File: src/rtl/regfile_wb_arbiter.sv
// regfile_wb_arbiter: single producer for the register file write port.
// Merges the in-order pipeline writeback (priority, no backpressure) with a
// long-latency result channel (valid/ready) buffered in a DEPTH-entry FIFO.
// Ports:
//   clk, reset_n                     clock (posedge), async active-low reset
//   pipe_wen/pipe_addr/pipe_data     pipeline writeback request
//   lr_valid/lr_ready/lr_addr/lr_data long-latency result channel
//   pipe_stall                       pipeline holds its writeback stage this cycle
//   lr_pending                       bit i = FIFO holds a write to xi
//   fifo_count                       occupied FIFO entries
//   rd_wen/rd_addr/rd_data           registered register file write port
`ifndef XLEN
`define XLEN 32
`endif
module regfile_wb_arbiter #(
  parameter int XLEN = `XLEN,
  parameter int DEPTH = 4,
  parameter int STARVE_LIMIT = 8
) (
  input  logic                       clk,
  input  logic                       reset_n,
  input  logic                       pipe_wen,
  input  logic [4:0]                 pipe_addr,
  input  logic [XLEN-1:0]            pipe_data,
  input  logic                       lr_valid,
  output logic                       lr_ready,
  input  logic [4:0]                 lr_addr,
  input  logic [XLEN-1:0]            lr_data,
  output logic                       pipe_stall,
  output logic [31:0]                lr_pending,
  output logic [$clog2(DEPTH+1)-1:0] fifo_count,
  output logic                       rd_wen,
  output logic [4:0]                 rd_addr,
  output logic [XLEN-1:0]            rd_data
);
  localparam int CW = $clog2(DEPTH+1);
  localparam int PW = $clog2(DEPTH);
  localparam int SW = $clog2(STARVE_LIMIT+1);
  logic [4:0]      mem_addr [DEPTH];
  logic [XLEN-1:0] mem_data [DEPTH];
  logic [PW-1:0]   wptr, rptr;
  logic [SW-1:0]   starve, starve_n;
  logic [31:0]     pend_n;
  logic            pipe_req, enq, deq;
  assign lr_ready = fifo_count != CW'(DEPTH);
  always_comb begin
    pipe_req = pipe_wen && pipe_addr != 5'd0 && !pipe_stall;
    enq = lr_valid && lr_ready && lr_addr != 5'd0;
    // Only entries already stored can be granted, so there is no enqueue bypass.
    deq = !pipe_req && fifo_count != '0;
    // A non-empty FIFO that is not popped can only have lost to the pipeline.
    starve_n = (fifo_count == '0 || deq) ? '0 :
               (starve != SW'(STARVE_LIMIT)) ? starve + 1'b1 : starve;
    // Set is applied after clear so an enqueue wins over a same-bit pop.
    pend_n = (lr_pending & ~(deq ? 32'd1 << mem_addr[rptr] : 32'd0)) |
             (enq ? 32'd1 << lr_addr : 32'd0);
  end
  always_ff @(posedge clk) begin
    if (enq) begin
      mem_addr[wptr] <= lr_addr;
      mem_data[wptr] <= lr_data;
    end
  end
  always_ff @(posedge clk or negedge reset_n) begin
    if (!reset_n) begin
      wptr <= '0;
      rptr <= '0;
      fifo_count <= '0;
      starve <= '0;
      pipe_stall <= 1'b0;
      lr_pending <= '0;
      rd_wen <= 1'b0;
      rd_addr <= '0;
      rd_data <= '0;
    end else begin
      wptr <= enq ? wptr + 1'b1 : wptr;
      rptr <= deq ? rptr + 1'b1 : rptr;
      fifo_count <= fifo_count + CW'(enq) - CW'(deq);
      starve <= starve_n;
      // Stall lands in the cycle the counter holds STARVE_LIMIT, forcing a pop.
      pipe_stall <= starve_n == SW'(STARVE_LIMIT);
      lr_pending <= pend_n;
      rd_wen <= pipe_req || deq;
      if (pipe_req) begin
        rd_addr <= pipe_addr;
        rd_data <= pipe_data;
      end else if (deq) begin
        rd_addr <= mem_addr[rptr];
        rd_data <= mem_data[rptr];
      end
    end
  end
endmodule

File: config.mk
export PLATFORM = sky130hd
export DESIGN_NAME = regfile_wb_arbiter
export DESIGN_NICKNAME = d
export VERILOG_FILES = /design/src/rtl/regfile_wb_arbiter.sv
export SDC_FILE = /design/constraint.sdc
export NUM_CORES = 1
export LEC_CHECK = 0
export BUFFER_PORTS_ARGS = -buffer_cell sky130_fd_sc_hd__buf_2
export CORE_MARGIN = 4
export CORE_UTILIZATION = 40
export CTS_CLUSTER_SIZE = 16
export DETAILED_ROUTE_END_ITERATION = 16
export PLACE_DENSITY = 0.64
export SKIP_LAST_GASP = 1
export SYNTH_ARGS = -nofsm -noshare
export SYNTH_HDL_FRONTEND = slang
export SYNTH_SLANG_ARGS = --single-unit
File: constraint.sdc
create_clock -name clk -period 3.49 [get_ports clk]
set_input_delay 0.5235 -clock clk [delete_from_list [all_inputs] [get_ports clk]]
set_output_delay 0.5235 -clock clk [all_outputs]
set_load 0.02 [all_outputs]
==> impl_metrics.json <==
{
  "start_util_pct": 41.2,
  "die_h_um": 162,
  "ys_types": 45,
  "cts.sinks": 230,
  "tightest_slew_ns": 0.779,
  "fin_skew_ns": 0.0187,
  "period_share_pct": 72.9,
  "hold_violations": 0,
  "yosysTopAreaCellShare_pct": 47.0,
  "worstSetupStartpointType": "flip-flop",
  "vias_per_cell": 5.21,
  "fp.coreArea_mm2": 0.0229,
  "clk_latency_ns": 0.52,
  "grt_pass1_wl_um": 34500,
  "drv_slew": 0,
  "routabilityCongestion": 0.744,
  "cts_tree": "done",
  "route.met2.wl_um": 10500,
  "die_w_um": 162,
  "nets": 904,
  "cts_max_level": 1,
  "wl_um": 21800,
  "setup_tns_ns": 0,
  "overflow": 0,
  "drtIter0Drc": 416,
  "num_rows": 55,
  "rsz0062_at_grt": "no",
  "synth_commonest_cells": "edfxtp_1, nor3_1, dfrtp_1, nand2_1, nor2_1",
  "top_layer": "met5",
  "hold_class": "in2reg",
  "grt_use_total_pct": 16.7,
  "ys_warn_count": 0,
  "io_pins": 153,
  "maxCapViolations": 0,
  "ir_drop_mv": 0.469,
  "syn_nets": 750,
  "ys_seq_area_share_pct": 68.8,
  "relSlewSlack_pct": 47.7,
  "drive_gt1_share_pct": 30.7,
  "drt_first_pass_iters": 6,
  "numCtsBuffers": 24,
  "critPathArrivalTime_ns": 2.96,
  "worstSetupPathType": "reg2reg",
  "clk_pin_slew_worst_paths_ns": 0.06,
  "antenna_found_initial": 3,
  "synth_flop_cell": "edfxtp_1",
  "met3_length_um": 1460,
  "synth_cells": 663,
  "cts_buffer_depth": 3,
  "ys_seq_elements": 230,
  "crit_path_end_kind": "flip-flop",
  "run_status": "complete, no violations",
  "synthesis.area_mm2": 0.00945,
  "root_buffer": "clkbuf_16",
  "synth_top_cell_by_area": "edfxtp_1",
  "area_growth_pct": 21.1,
  "dieArea_mm2": 0.0261,
  "dpl.hpwl_um": 14100,
  "setup_violations": 0,
  "worst-path-max-fanout": 6,
  "worst_hold_slack_ns": 0.214,
  "synthArstFlopShare_pct": 35.7,
  "power.leakage_uw": 0.00437,
  "vias": 5985,
  "grt_pass1_vias": 6144,
  "nFillCells": 1953,
  "period_needed_ns": 2.54,
  "max_freq_mhz": 393,
  "route.detailed.drc": 0,
  "power.density_mw_per_mm2": 874,
  "yosysMostFrequentCell": "edfxtp_1",
  "startpoint": "pipe_stall$_DFF_PN0_",
  "required_ns": 3.90,
  "placed_area_mm2": 0.0106,
  "avgSynthCellArea_um2": 14.3,
  "io_buffers": 152,
  "min_from": "lr_data[19]",
  "wire_per_inst_um": 19.0,
  "postCtsSetupBuffers": 0,
  "reg2reg_from": "pipe_stall$_DFF_PN0_",
  "grt_start_max_net_pins": 41,
  "drtAntennaViolNets": 0,
  "synth_edf_count": 148,
  "drt-met1-wl_um": 9500,
  "ys_top_cells_by_area": "edfxtp_1, dfrtp_1, mux4_2, nor3_1, nand2_1",
  "post-route-cell-area_mm2": 0.0114
}
==> sequential cells by signal, summed over array words and instances, names as in the netlist, 2 cells and up <==
register and flops:
fifo_count 3, lr_pending 32, mem_addr 20, mem_data 128, rd_addr 5, rd_data 32
rptr 2, starve 4, wptr 2
==> timing repair <==
action / CTS / global route
gates resized for setup: 0 / 0
endpoints found under the hold margin: 35 / 0
hold buffers: 1 / 0
setup endpoints to repair: 0 / 0
==> power by group <==
| group | internal (µW) | total [µW] | switching [µW] |
|---|---|---|---|
| Combinational | 1300 | 3360 | 2070 |
| Clock | 1530 | 2560 | 1030 |
| Sequential | 3710 | 4070 | 362 |
==> worst max-delay path: stages (launching register included) <==
cell and delay [ns]:
dfrtp_1 0.39, nand2b_1 0.24, nor2_1 0.60, nor2_1 0.15, ha_1 0.31, inv_1 0.04
ha_1 0.18, fa_1 0.38, xnor2_1 0.13
==> layer usage <==
metal / vias to the layer above / global-route usage [%]
met2: 165 / 26.9
met1: 2971 / 23.6
li1: 2814 / -
met5: - / 0
met4: 4 / 3.96
met3: 31 / 3.53
==> cells by family (layout without fill, tap and decap cells) <==
logic type               after synthesis  in the layout  share of synthesized area, %
XOR/XNOR                               7              7                         0.649
adder cells (fa/ha/maj)                9              9                          1.27
buffers and inverters                 49            221                          2.32
flip-flops                           230            230                          68.7
AO/OA/AOI/OAI                         75             75                          4.63
other                                  0              1                             0
AND/OR/NAND/NOR                      250            250                          13.0
multiplexers                          43             43                          9.39
==> final timing paths <==
check / end / slack (ns) / depth (start not counted)
worst max-delay path: fifo_count[2]$_DFF_PN0_ / 0.95 / 8
worst min-delay path: mem_data[0][19]$_DFFE_PP_ / 0.21 / 1
worst max register to register: fifo_count[2]$_DFF_PN0_ / 0.95 / 8
worst min register to register: lr_pending[0]$_DFF_PN0_ / 0.53 / 1
max in group asynchronous: rd_data[28]$_DFFE_PN0P_ / 2.18 / 3
min in group asynchronous: lr_pending[29]$_DFF_PN0_ / 0.53 / 2
==> final cells by class <==
cell class	instances	area (µm²)	area share, %
tap	313	392	3.42
clock inverter	10	125	1.09
multi-input combinational	384	2750	24.1
timing repair buffer	168	948	8.29
sequential	230	6500	56.8
clock buffer	34	688	6.01
inverter	9	33.8	0.295
antenna	1	2.50	0.0219
==> through the flow <==
stage,setup slack (ns),util (%),power [µW],instances
6_report,0.947,49.9,10000,1149
5_1_grt,0.749,49.9,10600,1149
4_1_cts,0.942,49.9,10100,1148
3_5_place_dp,0.712,46.3,7530,1103
3_3_place_gp,0.761,46.3,7480,1103
2_1_floorplan,0.943,-,6390,663
==> cell usage in the layout, fill, tap and decap left out, types with 2 or more instances in the layout <==
cell / synthesis / routed
buf_2: 7 / 151
edfxtp_1: 148 / 148
nor3_1: 94 / 94
dfrtp_1: 82 / 80
nand2_1: 77 / 77
nor2_1: 44 / 44
mux4_2: 36 / 36
a31oi_1: 35 / 35
a21oi_1: 32 / 32
clkbuf_16: 0 / 24
buf_4: 1 / 11
inv_1: 9 / 9
ha_1: 8 / 8
nand2b_1: 6 / 6
mux2i_1: 5 / 5
clkbuf_1: 27 / 5
clkbuf_8: 0 / 5
buf_12: 0 / 5
xor2_1: 4 / 4
and2_2: 0 / 4
clkinv_2: 0 / 4
xnor2_1: 3 / 3
nand4b_1: 3 / 3
nand4bb_1: 3 / 3
and3_1: 2 / 2
nand3_1: 2 / 2
nor4b_4: 2 / 2
or2_1: 2 / 2
nor3b_1: 3 / 2
o21ai_0: 2 / 2
bufinv_16: 0 / 2
clkinv_1: 0 / 2
dfrtp_2: 0 / 2
(Power assumes the default switching activity.)
